[src/rtl/sdram_uart_pkg.sv]
// Shared constants and types for the UART command bridge to the SDRAM controller.
package sdram_uart_pkg;

    localparam int unsigned AddrW = 24;
    localparam int unsigned DataW = 16;

    localparam logic [7:0] OpWrite = 8'h57;
    localparam logic [7:0] OpRead  = 8'h52;
    localparam logic [7:0] RespOk  = 8'h4B;
    localparam logic [7:0] RespErr = 8'h45;
    localparam logic [7:0] RespUnk = 8'h3F;

    typedef enum logic [2:0] {
        StIdle,
        StGetAddr,
        StGetData,
        StIssueWr,
        StIssueRd,
        StResp
    } state_e;

endpackage

[src/rtl/resp_tx_buf.sv]
// Two-entry response byte register drained over a valid/ready handshake.
module resp_tx_buf (
    input  logic       clk_100MHz,
    input  logic       rst_n,
    input  logic       load,
    input  logic       load_two,
    input  logic [7:0] byte0,
    input  logic [7:0] byte1,
    output logic [7:0] tx_data,
    output logic       tx_valid,
    input  logic       tx_ready,
    output logic       empty,
    output logic       last_xfer
);

    logic [1:0] cnt_q, cnt_d;
    logic [7:0] buf0_q, buf0_d;
    logic [7:0] buf1_q, buf1_d;

    always_comb begin
        cnt_d  = cnt_q;
        buf0_d = buf0_q;
        buf1_d = buf1_q;
        if (load) begin
            buf0_d = byte0;
            buf1_d = byte1;
            cnt_d  = load_two ? 2'd2 : 2'd1;
        end else if (tx_valid && tx_ready) begin
            buf0_d = buf1_q;
            cnt_d  = cnt_q - 2'd1;
        end
    end

    always_ff @(posedge clk_100MHz or negedge rst_n) begin
        if (!rst_n) begin
            cnt_q  <= 2'd0;
            buf0_q <= 8'h00;
            buf1_q <= 8'h00;
        end else begin
            cnt_q  <= cnt_d;
            buf0_q <= buf0_d;
            buf1_q <= buf1_d;
        end
    end

    assign tx_data   = buf0_q;
    assign tx_valid  = (cnt_q != 2'd0);
    assign empty     = (cnt_q == 2'd0);
    assign last_xfer = tx_ready && (cnt_q == 2'd1);

endmodule

[src/rtl/uart_cmd_bridge.sv]
// Parses UART read/write commands, drives the SDRAM controller request interface
// and returns read data or a status byte to the UART transmitter.
module uart_cmd_bridge
    import sdram_uart_pkg::*;
#(
    parameter int unsigned TIMEOUT_CYCLES = 4096
) (
    input  logic             clk_100MHz,
    input  logic             rst_n,
    input  logic [7:0]       rx_data,
    input  logic             rx_valid,
    output logic [7:0]       tx_data,
    output logic             tx_valid,
    input  logic             tx_ready,
    output logic [AddrW-1:0] addr,
    output logic [DataW-1:0] wr_data,
    output logic             wr_req,
    output logic             rd_req,
    input  logic [DataW-1:0] rd_data,
    input  logic             rd_valid,
    input  logic             wr_ready,
    output logic             busy,
    output logic             rx_dropped
);

    localparam int unsigned TmoW = (TIMEOUT_CYCLES > 1) ? $clog2(TIMEOUT_CYCLES) : 1;
    localparam logic [TmoW-1:0] TmoLast = TmoW'(TIMEOUT_CYCLES - 1);

    state_e           state_q, state_d;
    logic [AddrW-1:0] addr_q, addr_d;
    logic [DataW-1:0] wr_data_q, wr_data_d;
    logic             is_wr_q, is_wr_d;
    logic [1:0]       byte_cnt_q, byte_cnt_d;
    logic [TmoW-1:0]  tmo_q, tmo_d;
    logic             drop_q, drop_d;

    logic             resp_load, resp_two, resp_empty, resp_last;
    logic [7:0]       resp_b0, resp_b1;

    always_comb begin
        state_d    = state_q;
        addr_d     = addr_q;
        wr_data_d  = wr_data_q;
        is_wr_d    = is_wr_q;
        byte_cnt_d = byte_cnt_q;
        tmo_d      = tmo_q;
        drop_d     = 1'b0;
        resp_load  = 1'b0;
        resp_two   = 1'b0;
        resp_b0    = 8'h00;
        resp_b1    = 8'h00;
        unique case (state_q)
            StIdle: begin
                if (rx_valid) begin
                    if (rx_data == OpWrite || rx_data == OpRead) begin
                        is_wr_d    = (rx_data == OpWrite);
                        byte_cnt_d = 2'd0;
                        state_d    = StGetAddr;
                    end else begin
                        resp_load = 1'b1;
                        resp_b0   = RespUnk;
                        state_d   = StResp;
                    end
                end
            end
            StGetAddr: begin
                if (rx_valid) begin
                    addr_d     = {addr_q[15:0], rx_data};
                    byte_cnt_d = byte_cnt_q + 2'd1;
                    if (byte_cnt_q == 2'd2) begin
                        byte_cnt_d = 2'd0;
                        tmo_d      = '0;
                        state_d    = is_wr_q ? StGetData : StIssueRd;
                    end
                end
            end
            StGetData: begin
                if (rx_valid) begin
                    wr_data_d  = {wr_data_q[7:0], rx_data};
                    byte_cnt_d = byte_cnt_q + 2'd1;
                    if (byte_cnt_q == 2'd1) begin
                        byte_cnt_d = 2'd0;
                        tmo_d      = '0;
                        state_d    = StIssueWr;
                    end
                end
            end
            StIssueWr: begin
                drop_d = rx_valid;
                tmo_d  = tmo_q + TmoW'(1);
                // A completion on the final cycle wins over the timeout.
                if (wr_ready) begin
                    resp_load = 1'b1;
                    resp_b0   = RespOk;
                    state_d   = StResp;
                end else if (tmo_q == TmoLast) begin
                    resp_load = 1'b1;
                    resp_b0   = RespErr;
                    state_d   = StResp;
                end
            end
            StIssueRd: begin
                drop_d = rx_valid;
                tmo_d  = tmo_q + TmoW'(1);
                if (rd_valid) begin
                    resp_load = 1'b1;
                    resp_two  = 1'b1;
                    resp_b0   = rd_data[15:8];
                    resp_b1   = rd_data[7:0];
                    state_d   = StResp;
                end else if (tmo_q == TmoLast) begin
                    resp_load = 1'b1;
                    resp_b0   = RespErr;
                    state_d   = StResp;
                end
            end
            StResp: begin
                drop_d = rx_valid;
                if (resp_last || resp_empty) begin
                    state_d = StIdle;
                end
            end
            default: state_d = StIdle;
        endcase
    end

    always_ff @(posedge clk_100MHz or negedge rst_n) begin
        if (!rst_n) begin
            state_q    <= StIdle;
            addr_q     <= '0;
            wr_data_q  <= '0;
            is_wr_q    <= 1'b0;
            byte_cnt_q <= 2'd0;
            tmo_q      <= '0;
            drop_q     <= 1'b0;
        end else begin
            state_q    <= state_d;
            addr_q     <= addr_d;
            wr_data_q  <= wr_data_d;
            is_wr_q    <= is_wr_d;
            byte_cnt_q <= byte_cnt_d;
            tmo_q      <= tmo_d;
            drop_q     <= drop_d;
        end
    end

    resp_tx_buf u_resp_tx_buf (
        .clk_100MHz (clk_100MHz),
        .rst_n      (rst_n),
        .load       (resp_load),
        .load_two   (resp_two),
        .byte0      (resp_b0),
        .byte1      (resp_b1),
        .tx_data    (tx_data),
        .tx_valid   (tx_valid),
        .tx_ready   (tx_ready),
        .empty      (resp_empty),
        .last_xfer  (resp_last)
    );

    assign addr       = addr_q;
    assign wr_data    = wr_data_q;
    assign wr_req     = (state_q == StIssueWr);
    assign rd_req     = (state_q == StIssueRd);
    assign busy       = (state_q != StIdle);
    assign rx_dropped = drop_q;

endmodule

[config.mk]
export PLATFORM = sky130hd
export DESIGN_NAME = uart_cmd_bridge
export DESIGN_NICKNAME = d
export VERILOG_FILES = /design/src/rtl/sdram_uart_pkg.sv /design/src/rtl/resp_tx_buf.sv /design/src/rtl/uart_cmd_bridge.sv
export SDC_FILE = /design/constraint.sdc
export NUM_CORES = 1
export LEC_CHECK = 0
export ABC_AREA = 1
export BUFFER_PORTS_ARGS = -buffer_cell sky130_fd_sc_hd__buf_2
export CORE_MARGIN = 4
export CORE_UTILIZATION = 42
export DETAILED_ROUTE_END_ITERATION = 10
export MAX_ROUTING_LAYER = met4
export PLACE_DENSITY = 0.72
export SYNTH_ARGS = -nofsm -noshare
export SYNTH_HDL_FRONTEND = slang
export SYNTH_SLANG_ARGS = --single-unit
export TNS_END_PERCENT = 10
[constraint.sdc]
create_clock -name clk_100MHz -period 2.1 [get_ports clk_100MHz]
set_input_delay 0.21 -clock clk_100MHz [delete_from_list [all_inputs] [get_ports clk_100MHz]]
set_output_delay 0.21 -clock clk_100MHz [all_outputs]
set_load 0.01 [all_outputs]
=== Word level (Yosys, flattened, before mapping) ===
Cells that the tools add are included.

* Add/subtract/negate cells: 3
* Eq/ne operators: 18
* Reductions and logical operators: 19
* Muxes and demuxes: 46

{| class="wikitable"
|+ Operators with widths
! operator !! number
|-
| two-way mux 12 bit || 4
|-
| two-way mux 8 bit || 5
|-
| case mux 12 bit (3 select lines) || 1
|-
| two-way mux 3 bit || 11
|-
| case mux 8 bit (3 select lines) || 1
|-
| two-way mux 2 bit || 9
|-
| case mux 3 bit (6 select lines) || 1
|-
| == test 8 x 7 -> 1 bit (second input constant) || 2
|-
| two-way mux 7 bit || 2
|-
| inequality test 2 bit (second input constant) || 7
|-
| adder 12 x 1 -> 12 bit (second input constant) || 1
|-
| == test 12 bit (second input constant) || 1
|-
| two-way mux 6 bit || 2
|-
| AND reduction 5 bit || 2
|-
| nonzero test 3 bit || 3
|-
| two-way mux 1 bit || 8
|-
| == test 3 x 2 -> 1 bit (second input constant) || 2
|-
| == test 3 bit (second input constant) || 2
|-
| case mux 2 bit (3 select lines) || 1
|-
| AND reduction 6 bit || 1
|-
| == test 2 x 1 -> 1 bit (second input constant) || 2
|-
| AND reduction 2 bit || 2
|-
| nonzero test 2 bit || 2
|-
| == test 3 x 1 -> 1 bit (second input constant) || 1
|-
| 11 further kinds || 13
|}

* Register bits: 77
* Output and inout port bits: 53
* Input bits: 30

=== Logic depth before layout (Yosys ltp) ===
Gate-level depths: netlist of the first run.

* Word-level depth: 6
* Depth in mapped cells: 12

=== Hierarchy ===
Synthesis of the first run repeated with hierarchy kept, for this count alone.

* Cell total of the unflattened synthesis: 451
* Area total of the unflattened synthesis: 3802.4 um^2

{| class="wikitable"
|+ Modules (own cells, without submodules)
! module !! times used !! sequential area each (um^2) !! area an instance (um^2) !! cells each
|-
| uart_cmd_bridge || 1 || 1476.4 || 2919.0 || 342
|-
| resp_tx_buf || 1 || 450.4 || 883.3 || 109
|}

=== Worst setup path after synthesis of the first run ===
Ideal clock, no wire load.

* Path kind: flip-flop to flip-flop
* Start: reg tmo_q[0]
* End: reg u_resp_tx_buf.buf0_q[4], in the netlist u_resp_tx_buf.tx_data[4]
* Slack: 0.593 ns
* Required time: 1.983 ns
* Clock period less this slack: 1.507 ns
* Cell stages (with the launch flop): 12
* Setup time: 0.117 ns
* Arrival: 1.390 ns
* Cells stage by stage: dfrtp_1 -> ha_1 -> nand2_1 -> nor2_2 -> nand3_2 -> nand2_2 -> nand2_4 -> buf_6 -> nand3_2 -> nand2_1 -> nand2_1 -> nand2_1

* Cells in the longest elaborated chain, start to end: 5
* Elaborated cells on any way between the ends: 7
* Those cells by class: eq/ne: 1; mux: 5; reduce/logical: 1

{| class="wikitable"
|+ RTL lines
! element !! RTL line !! source
|-
| start, declared || uart_cmd_bridge.sv:34 || <nowiki>logic [TmoW-1:0] tmo_q, tmo_d;</nowiki>
|-
| start signal, assigned || uart_cmd_bridge.sv:142 || <nowiki>tmo_q <= tmo_d;</nowiki>
|-
| == test 12 bit (*) || uart_cmd_bridge.sv:96, uart_cmd_bridge.sv:111 ||
|-
| two-way mux 1 bit (*) || uart_cmd_bridge.sv:96, uart_cmd_bridge.sv:111 ||
|-
| two-way mux 1 bit (on tied branches) || uart_cmd_bridge.sv:105, uart_cmd_bridge.sv:92 ||
|-
| case mux 1 bit (3 select lines) (*) || uart_cmd_bridge.sv:52 || <nowiki>unique case (state_q)</nowiki>
|-
| two-way mux 8 bit or nonzero test 2 bit (tied branches) || -- ||
|-
| end signal, assigned || resp_tx_buf.sv:41 || <nowiki>buf0_q <= buf0_d;</nowiki>
|-
| end, declared || resp_tx_buf.sv:17 || <nowiki>logic [7:0] buf0_q, buf0_d;</nowiki>
|}

Every way passes the cells marked *; elsewhere a longest branch is shown, timed or not.
A chain may end at the register's enable or synchronous reset.

=== Worst setup path after layout of the first run ===
* Start: reg tmo_q[0]
* End: reg u_resp_tx_buf.cnt_q[1]

* Cells in the longest elaborated chain, start to end: 5
* Elaborated cells on any way between the ends: 7
* Those cells by class: eq/ne: 1; mux: 5; reduce/logical: 1

{| class="wikitable"
|+ RTL lines
! element !! RTL line !! source
|-
| == test 12 bit (*) || uart_cmd_bridge.sv:96, uart_cmd_bridge.sv:111 ||
|-
| two-way mux 1 bit (*) || uart_cmd_bridge.sv:96, uart_cmd_bridge.sv:111 ||
|-
| two-way mux 1 bit (on tied branches) || uart_cmd_bridge.sv:105, uart_cmd_bridge.sv:92 ||
|-
| case mux 1 bit (3 select lines) (*) || uart_cmd_bridge.sv:52 ||
|-
| two-way mux 2 bit or nonzero test 2 bit (tied branches) || -- ||
|-
| end signal, assigned || resp_tx_buf.sv:40 || <nowiki>cnt_q <= cnt_d;</nowiki>
|-
| end, declared || resp_tx_buf.sv:16 || <nowiki>logic [1:0] cnt_q, cnt_d;</nowiki>
|}

Marks and branches as above.

==> results.cfg, run 1 <==
[status]
status = complete, no violations

[grt]
antenna_found_initial = 0
grt_pass1_wl_mm = 13.5
grt_max_degree = 45
grt_pass1_vias = 2924
grt_usage_pct = 16.7
overflow = 0

[drt]
drtPass1Iterations = 5
remaining_drc_errors = 0
ant_nets = 0
via_per_inst = 4.98
wl_mm = 8.14
drt_iter0_drc = 181
vias = 3046
wire_per_inst_um = 13.3

[synth]
syn_inst = 416
syn_nets = 449
synth_seq_cells = 77
avgSynthCellArea_um2 = 8.90
synthArstFlopShare_pct = 100
synth.distinct_cells = 32
synth.top_cells.by_area = dfrtp_1 52%, nand2_1 14%, mux2_2 5.5%
synth_ff_type = dfrtp_1
synth_warnings = 0
mappedNetlistArea_mm2 = 0.00370
synth_edf_count = 0
synth_top_area_share_pct = 52.0
yosysTopAreaCell = dfrtp_1
ys_seq_area_share_pct = 52.0

[sta]
fin_skew_ns = 0.00857
tightestPinTransition_ns = 0.600
max-slew-margin-rel_pct = 59.8
finalCritPeriodShare_pct = 83.6
tns_ns = 0
finalHoldViolations = 0
rsz0062_at_grt = false
setup_violations = 0
fin_ws_ns = 0.344
fmax_ghz = 0.569
min_period_ns = 1.76
final_max_slew_viol_count = 0

[floorplanning]
rows = 33
die-area_mm2 = 0.0104
die_h_um = 102
core_area_mm2 = 0.00838
ios = 83
die_w_um = 102
start_util_pct = 44.2

[pwr]
powerDensity_mw_per_mm2 = 1300
vdd_ir_drop_max_uv = 470
leakage_uw = 0.00244

[clocking]
root_buffer = clkbuf_8
cts_buffer_depth = 2
cts_sinks = 77
tritoncts = built
htree_levels = 3
numCtsBuffers = 9
cts_setup_buffers = 0
cts_hold_buf = 1
clk_latency_ns = 0.35
cts-resized-gates = 0
clk_pin_slew_ns = 0.08

[min_path]
hp-class = in2reg
worst_hold_path.num_cells = 3
worstHoldEndpoint = u_resp_tx_buf.buf1_q[2]$_DFFE_PN0P_
min-delay-start = rd_data[2]

[critical_path]
cp_common_cell = nand2_1
critPathSlowestCell = dfrtp_1
cp-end-kind = register
worstPathMaxFanout = 14
reg2reg_depth = 10
required_ns = 2.34
crit_arrival_ns = 1.99
setup.worst_path.class = reg2reg
slowest_delay_ns = 0.39
r2r-start = tmo_q[0]$_DFFE_PN0P_
r2r-end = u_resp_tx_buf.cnt_q[1]$_DFFE_PN0P_
start_kind = register
crit_chain = ha_1 > nand2_1 > nor2_2 > nand3_2 > nand2_2 > nand2_4 > nand3_4 > inv_2 > nand2_1 > nand2_1
regToRegSetupSlack_ns = 0.34

[cells_and_area]
layout-drive-gt1-share_pct = 28.6
most-common-layout-cells = 137 x nand2_1, 81 x buf_2, 77 x dfrtp_1, 40 x inv_1, 35 x o21ai_0
area_growth_pct = 19.2
final_common_cell = nand2_1
n_antenna_cell = 0
nets = 535

[place]
pre_cts_slack_ns = 0.373
port_buffers = 82
dpl.hpwl_mm = 6.00
place_congestion = 0.820

[flow_run]
cap_violations = 0
-- synth_stat cells (3+ instances only) --
cell and count:
nand3_1 21, nor2_2 3, mux2_2 18, o21ai_0 35, nor3_1 4, inv_1 40, nand4_1 5, nor2_1 18
xor2_1 4, nand2_2 6, nand2_1 137, a21oi_1 10, buf_4 3, dfrtp_1 77, ha_1 3, nand3_2 6
mux2_4 4
-- registers in the layout, indices dropped and copies added (netlist names) --
| name | cells |
|---|---|
| addr | 24 |
| u_resp_tx_buf.tx_data | 8 |
| rx_dropped | 1 |
| byte_cnt_q | 2 |
| is_wr_q | 1 |
| tmo_q | 12 |
| wr_data | 16 |
| u_resp_tx_buf.buf1_q | 8 |
| state_q | 3 |
| u_resp_tx_buf.cnt_q | 2 |
-- kinds of logic (layout without fill, tap and decap cells) --
kind of cell	after synthesis	count (layout)	share of synthesized area (%)
AND/OR/NAND/NOR	208	208	25.4
flip-flops	77	77	52.0
AO/OA/AOI/OAI	51	51	7.43
buffers and inverters	50	141	5.84
multiplexers	22	22	7.09
XOR/XNOR	5	5	1.18
adder cells (fa/ha/maj)	3	3	1.01
-- layout make-up --
class	instances	area, um2
Tap cell	105	131
Sequential cell	77	1930
Timing Repair Buffer	84	443
Fill cell	790	3970
Multi-Input combinational cell	289	1560
Inverter	41	154
Clock inverter	6	71.3
Clock buffer	10	128
-- through the flow --
| stage | power [uW] | hold slack [ns] | instances | instance area [um2] | util [%] |
|---|---|---|---|---|---|
| after global routing | 6200 | 0.0548 | 612 | 4410 | 52.7 |
| after global placement | 4570 | 0.184 | 595 | 4210 | 50.2 |
| after detailed placement | 4640 | 0.186 | 595 | 4210 | 50.2 |
| final | 5720 | 0.0628 | 612 | 4410 | 52.7 |
| after floorplan | 3900 | -0.0856 | 416 | 3700 | - |
| after CTS | 5780 | 0.0475 | 612 | 4410 | 52.7 |
-- routing by layer --
layer  part of all wire (%)  track usage (%)  up-vias
met2                     45             26.3      108
li1                       -                -     1513
met4                   0.85             3.53        0
met1                     47             21.9     1418
met3                    7.5             4.51        7
met5                      0                -        -
-- worst max-delay path: cells and delay by family (launching register included) --
kind | cells | cell delay (ns)
DFF | 1 | 0.39
buffers and inverters | 1 | 0.10
and+or+nand+nor | 8 | 0.94
adders and majority gates | 1 | 0.21
-- how the worst max path moves through the flow --
stage / startpoint / to / slack [ns] / cells past startpoint
2_1_floorplan: tmo_q[0]$_DFFE_PN0P_ / u_resp_tx_buf.tx_data[4]$_DFFE_PN0P_ / 0.59 / 11
3_3_place_gp: state_q[2]$_DFFE_PN0P_ / addr[13]$_DFFE_PN0P_ / 0.41 / 5
3_5_place_dp: tmo_q[0]$_DFFE_PN0P_ / u_resp_tx_buf.cnt_q[1]$_DFFE_PN0P_ / 0.37 / 10
4_1_cts: tmo_q[0]$_DFFE_PN0P_ / u_resp_tx_buf.cnt_q[1]$_DFFE_PN0P_ / 0.35 / 10
5_1_grt: tmo_q[0]$_DFFE_PN0P_ / u_resp_tx_buf.cnt_q[0]$_DFFE_PN0P_ / 0.19 / 10
6_report: tmo_q[0]$_DFFE_PN0P_ / u_resp_tx_buf.cnt_q[1]$_DFFE_PN0P_ / 0.34 / 10
-- power breakdown --
part,switching (uW),internal (uW)
clock,571,558
sequential,333,1990
combinational,1400,875
Note: power is estimated with default switching activity, not from simulation.
==> inputs of run 2 (changes only) <==
--- a/config.mk
+++ b/config.mk
@@ -11,7 +11,7 @@
 export CORE_UTILIZATION = 42
 export DETAILED_ROUTE_END_ITERATION = 10
 export MAX_ROUTING_LAYER = met4
-export PLACE_DENSITY = 0.72
+export PLACE_DENSITY = 0.75
 export SYNTH_ARGS = -nofsm -noshare
 export SYNTH_HDL_FRONTEND = slang
 export SYNTH_SLANG_ARGS = --single-unit
==> constraint.sdc (replaced) <==
create_clock -name clk_100MHz -period 1.45 [get_ports clk_100MHz]
set_input_delay 0.145 -clock clk_100MHz [delete_from_list [all_inputs] [get_ports clk_100MHz]]
set_output_delay 0.145 -clock clk_100MHz [all_outputs]
set_load 0.01 [all_outputs]
==> run 2 against run 1 <==
  * The run now ends with setup timing left
  * Sequential share of layout area shrank 5.8 points
  * Clock power grew 26%
  * Critical path depth shrank 2
  * Clock-buffer cell count is the same
  * Clock skew grew 0.0047 ns
  * Sequential cell count is the same
  * Register-to-register slack lost 0.50 ns
  * Die area is the same
  * Via count grew 11%
  * Sequential power grew 48%
  * Utilization grew 8.1 points
  * Worst setup slack lost 0.50 ns
==> results.cfg, run 2 (same netlist as run 1, synthesis figures left out) <==
[status]
status = finished, violations left
failed_checks = setup timing

[critical_path]
cp_common_cell = nand2_1
crit_arrival_ns = 1.84
r2r-start = state_q[0]$_DFFE_PN0P_
r2r-end = u_resp_tx_buf.tx_data[1]$_DFFE_PN0P_
required_ns = 1.68
worstPathMaxFanout = 5
cp-end-kind = register
slowest_delay_ns = 0.48
critPathCapture = u_resp_tx_buf.tx_data[1]$_DFFE_PN0P_
regToRegSetupSlack_ns = -0.15
startpoint = state_q[0]$_DFFE_PN0P_
crit_chain = nor2_4 > nand2_2 > nor2_4 > nand3_4 > nand3_1 > nand2_1 > nand2_1 > nand2_1
reg2reg_depth = 8
start_kind = register
setup.worst_path.class = reg2reg
critPathSlowestCell = dfrtp_2

[grt]
grt_pass1_vias = 3400
overflow = 0
grt_usage_pct = 19.6
grt_max_degree = 36
grt_pass1_wl_mm = 15.8
antenna_found_initial = 0

[cells_and_area]
n_fill_cell = 696
layout-drive-gt1-share_pct = 41.3
largest_reg_flops = 24
nets = 595
most-common-layout-cells = 129 x nand2_1, 79 x buf_2, 75 x dfrtp_1, 49 x buf_4, 30 x inv_1
final_common_cell = nand2_1
n_antenna_cell = 0
area_growth_pct = 37.5

[sta]
finalCritPeriodShare_pct = 110
rsz0062_at_grt = true
final_max_slew_viol_count = 0
tightestPinTransition_ns = 0.844
fmax_ghz = 0.624
fin_skew_ns = 0.0133
setup_violations = 34
finalHoldViolations = 0
fin_ws_ns = -0.152
min_period_ns = 1.60
fin_hold_ws_ns = 0.00663
max-slew-margin-rel_pct = 43.2
tns_ns = -3.11

[drt]
remaining_drc_errors = 0
via_per_inst = 5.01
wl_mm = 9.68
drtPass1Iterations = 5
vias = 3368
ant_nets = 0
drt_iter0_drc = 132
wire_per_inst_um = 14.4

[floorplanning]
die-area_mm2 = 0.0104
ios = 83
rows = 33
die_w_um = 102
start_util_pct = 44.2
die_h_um = 102
core_area_mm2 = 0.00838

[clocking]
clk_pin_slew_ns = 0.09
tritoncts = built
cts_buffer_depth = 2
root_buffer = clkbuf_8
numCtsBuffers = 9
htree_levels = 3
cts_sinks = 77
clk_latency_ns = 0.34

[place]
place_congestion = 0.916
port_buffers = 82
dpl.hpwl_mm = 6.97
pre_cts_slack_ns = -0.162

[flow_run]
cap_violations = 0

[pwr]
vdd_ir_drop_max_uv = 926
leakage_uw = 0.00277
powerDensity_mw_per_mm2 = 1850

[min_path]
hp-class = in2reg
==> run 2: how the worst min path moves through the flow <==
stage               cells after the start       start                                  end
CTS                                     3  rd_data[4]  u_resp_tx_buf.buf1_q[4]$_DFFE_PN0P_
global placement                        1       rst_n                  addr[7]$_DFFE_PN0P_
global route                            3  rd_data[4]  u_resp_tx_buf.buf1_q[4]$_DFFE_PN0P_
floorplan                               0       rst_n                  addr[0]$_DFFE_PN0P_
detailed placement                      1       rst_n                 addr[23]$_DFFE_PN0P_
finish                                  3  rd_data[4]  u_resp_tx_buf.buf1_q[4]$_DFFE_PN0P_
==> run 2: metrics by stage <==
| stage | instance area (um2) | util (%) | total power [uW] | cells |
|---|---|---|---|---|
| 6_report | 5090 | 60.7 | 9440 | 672 |
| 5_1_grt | 5090 | 60.7 | 10200 | 672 |
| 3_3_place_gp | 4560 | 54.4 | 7130 | 638 |
| 3_5_place_dp | 4560 | 54.4 | 7300 | 638 |
| 2_1_floorplan | 3720 | - | 5670 | 416 |
| 4_1_cts | 4890 | 58.4 | 9030 | 664 |
==> run 2: routing by layer <==
metal | wire length, um | GRT usage, % | vias to the layer above | part of all wire [%]
li1 | - | - | 1640 | -
met1 | 4180 | 25.0 | 1593 | 43
met2 | 4740 | 32.6 | 117 | 49
met3 | 598 | 3.14 | 18 | 6.2
met4 | 161 | 5.35 | 0 | 1.7
met5 | 0 | - | - | 0
==> run 2: worst max-delay path: cells and delay by family (launching register included) <==
family	cells	cell delay, ns
simple gates	8	1.00
flops	1	0.48
==> run 2: where the power goes <==
part           internal, uW  switching, uW  leakage (uW)
clock                   620            804     0.0000902
sequential             2900            534       0.00101
combinational          2060           2510       0.00167
total                  5580           3850       0.00277
==> run 2: layout make-up <==
type / instances / area [um2] / share of cell area [%]
Sequential cell: 77 / 1930 / 37.9
Multi-Input combinational cell: 293 / 1770 / 34.8
Timing Repair Buffer: 140 / 922 / 18.1
Inverter: 41 / 169 / 3.32
Tap cell: 105 / 131 / 2.58
Clock buffer: 10 / 128 / 2.51
Clock inverter: 6 / 37.5 / 0.737
==> run 2: timing repair <==
action,4_1_cts,5_1_grt
gates resized for setup,22,47
hold buffers,2,0
gates cloned,4,0
endpoints found under the setup margin,46,71
pin swaps,4,14
buffers inserted,4,8
endpoints found under the hold margin,33,0
==> inputs of run 3 (changes only) <==
--- a/config.mk
+++ b/config.mk
@@ -14,5 +14,6 @@
 export PLACE_DENSITY = 0.75
 export SYNTH_ARGS = -nofsm -noshare
 export SYNTH_HDL_FRONTEND = slang
+export SYNTH_HIERARCHICAL = 1
 export SYNTH_SLANG_ARGS = --single-unit
 export TNS_END_PERCENT = 10
==> constraint.sdc (replaced) <==
create_clock -name clk_100MHz -period 1.45 [get_ports clk_100MHz]
set_input_delay 0.0725 -clock clk_100MHz [delete_from_list [all_inputs] [get_ports clk_100MHz]]
set_output_delay 0.0725 -clock clk_100MHz [all_outputs]
set_load 0.01 [all_outputs]
==> run 3 against run 2 <==
  * The flow still finishes with violations (setup timing)
  * Sequential cell count unchanged
  * Worst setup slack worse by 0.090 ns
  * Cell count up 5.1%
  * Maximum frequency down 5.3%
  * Utilization down 0.89 points
  * Clock skew down 0.0036 ns
  * Combinational power up 13%
  * Die area up 2.5%
  * Critical path depth up 5
  * Total power up 13%
  * Clock-buffer cell count unchanged
  * Critical endpoint is now u_resp_tx_buf/tx_data[2]$_DFFE_PN0P_
==> results.cfg, run 3 <==
[drt]
wire_per_inst_um = 13.6
drtPass1Iterations = 4
drt_iter0_drc = 89
vias = 3541
ant_nets = 0
remaining_drc_errors = 0
via_per_inst = 5.02
wl_mm = 9.60

[cells_and_area]
nets = 626
n_fill_cell = 731
area_growth_pct = 37.9
layout-drive-gt1-share_pct = 41.6
final_cell_count_no_fill = 706
n_antenna_cell = 0
final_common_cell = nand2_1
largest_reg_flops = 24
stdcell_area_mm2 = 0.00525
most-common-layout-cells = 132 x nand2_1, 81 x buf_2, 76 x dfrtp_1, 52 x buf_4, 33 x inv_1

[synth]
synth_seq_cells = 77
avgSynthCellArea_um2 = 8.43
ys_seq_area_share_pct = 50.7
yosysMostFrequentCell = nand2_1
mappedNetlistArea_mm2 = 0.00380
synth_warnings = 6
syn_inst = 451
synth_ff_type = dfrtp_1
synth_common_cells = 159 x nand2_1, 77 x dfrtp_1, 37 x inv_1
yosysTopAreaCell = dfrtp_1
synth_top_area_share_pct = 50.7
synth.top_cells.by_area = dfrtp_1 51%, nand2_1 16%, mux2_2 4.7%
syn_nets = 484
synth.distinct_cells = 30
synthArstFlopShare_pct = 100
synth_edf_count = 0

[floorplanning]
ios = 83
core_area_mm2 = 0.00876
start_util_pct = 43.4
rows = 34
die_w_um = 103
die_h_um = 103
die-area_mm2 = 0.0106

[clocking]
clk_latency_ns = 0.34
root_buffer = clkbuf_8
cts_sinks = 77
tritoncts = built
cts_buffer_depth = 2
htree_levels = 3
numCtsBuffers = 9
clk_pin_slew_ns = 0.09

[grt]
overflow = 0
grt_usage_pct = 18.7
grt_max_degree = 34
grt_pass1_vias = 3364
grt_pass1_wl_mm = 15.4
antenna_found_initial = 0

[status]
failed_checks = setup timing
status = finished, violations left

[sta]
tightestPinTransition_ns = 0.440
finalHoldViolations = 0
fin_ws_ns = -0.242
min_period_ns = 1.69
max-slew-margin-rel_pct = 70.7
tns_ns = -3.51
finalCritPeriodShare_pct = 117
setup_violations = 35
final_max_slew_viol_count = 0
fin_skew_ns = 0.00972
rsz0062_at_grt = true
fmax_ghz = 0.591

[pwr]
vdd_ir_drop_max_uv = 1490
powerDensity_mw_per_mm2 = 2030
leakage_uw = 0.00291
totalPowerFinal_uw = 10600

[critical_path]
setup.worst_path.class = reg2reg
crit_arrival_ns = 1.93
cp-end-kind = register
required_ns = 1.69
worstPathMaxFanout = 8
start_kind = register

[place]
place_congestion = 0.906
placedInstanceArea_mm2 = 0.00472
place_inst = 682
port_buffers = 82
dpl.hpwl_mm = 6.99

[flow_run]
cap_violations = 0

[min_path]
hp-class = in2reg
run 3: cell count changes in the layout (fill, tap and decap cells not counted), sizes merged, moves of 3 or more:
cell / delta
nand2: +24
a21oi: -5
nor2: +5
buf: +4
nand3: +4
nand4: +4
xor2: -4
or2: +3
run 3: final cells by class:
type | count | area (um2) | share of cell area, %
multi-input combinational | 319 | 1810 | 34.6
timing repair buffer | 144 | 975 | 18.6
clock inverter | 6 | 95.1 | 1.81
sequential | 77 | 1930 | 36.8
tap | 108 | 135 | 2.58
inverter | 42 | 160 | 3.05
clock buffer | 10 | 138 | 2.62
run 3: critical path, stage by stage (launching register included):
cell and delay, ns:
dfrtp_1 0.36, ha_2 0.22, nand2_4 0.07, nor2_4 0.12
nand3_2 0.10, inv_2 0.08, o21ai_2 0.05, nand2_2 0.12
inv_4 0.07, buf_12 0.15, nand2_2 0.06, nand2_1 0.06
nand2_1 0.07, nand2_1 0.06
run 3: through the flow:
| step | utilization (%) | worst slack [ns] | hold slack [ns] |
|---|---|---|---|
| 6_report | 59.9 | -0.242 | 0.0119 |
| 3_3_place_gp | 53.9 | -0.124 | 0.0453 |
| 2_1_floorplan | - | -0.185 | -0.223 |
| 4_1_cts | 57.0 | -0.160 | 0.00766 |
| 5_1_grt | 59.9 | -0.341 | 0.0143 |
| 3_5_place_dp | 53.9 | -0.187 | 0.0516 |
run 3: power breakdown:
| part | switching, uW | leakage, uW | internal, uW |
|---|---|---|---|
| clock network | 826 | 0.000117 | 1030 |
| registers | 570 | 0.00100 | 3010 |
| logic | 2840 | 0.00179 | 2360 |
run 3: worst paths after layout:
check	from	cells after the start	endpoint	slack, ns
worst max register to register	tmo_q[0]$_DFFE_PN0P_	13	u_resp_tx_buf/tx_data[2]$_DFFE_PN0P_	-0.24
max in group asynchronous	rst_n	3	addr[7]$_DFFE_PN0P_	0.71
min in group asynchronous	rst_n	2	u_resp_tx_buf/tx_data[5]$_DFFE_PN0P_	0.21
worst min register to register	u_resp_tx_buf/buf1_q[2]$_DFFE_PN0P_	2	u_resp_tx_buf/buf1_q[2]$_DFFE_PN0P_	0.48
worst min-delay path	rx_data[6]	3	addr[6]$_DFFE_PN0P_	0.01
worst max-delay path	tmo_q[0]$_DFFE_PN0P_	13	u_resp_tx_buf/tx_data[2]$_DFFE_PN0P_	-0.24
run 3: logic make-up (layout without fill, tap and decap cells):
family / count (synthesis) / after routing / synth area share (%)
compound gates: 43 / 43 / 5.76
buf+inv: 56 / 202 / 7.04
simple gates: 250 / 251 / 28.6
flops: 77 / 77 / 50.7
mux: 22 / 22 / 6.91
fa+ha+maj: 3 / 3 / 0.987
run 3: what timing repair did:
action	4_1_cts	5_1_grt
resized for setup	6	61
pin swaps	2	9
setup buffers	2	3
setup endpoints to repair	67	70
endpoints found under the hold margin	30	0
gates cloned	0	2
hold buffers	1	0
run 3: metal layers:
layer / up-vias / GRT usage, % / routed length (um)
met1: 1687 / 23.7 / 4150
met2: 103 / 29.6 / 4780
met3: 17 / 3.92 / 471
met4: 0 / 6.87 / 205
met5: - / - / 0
li1: 1734 / - / -
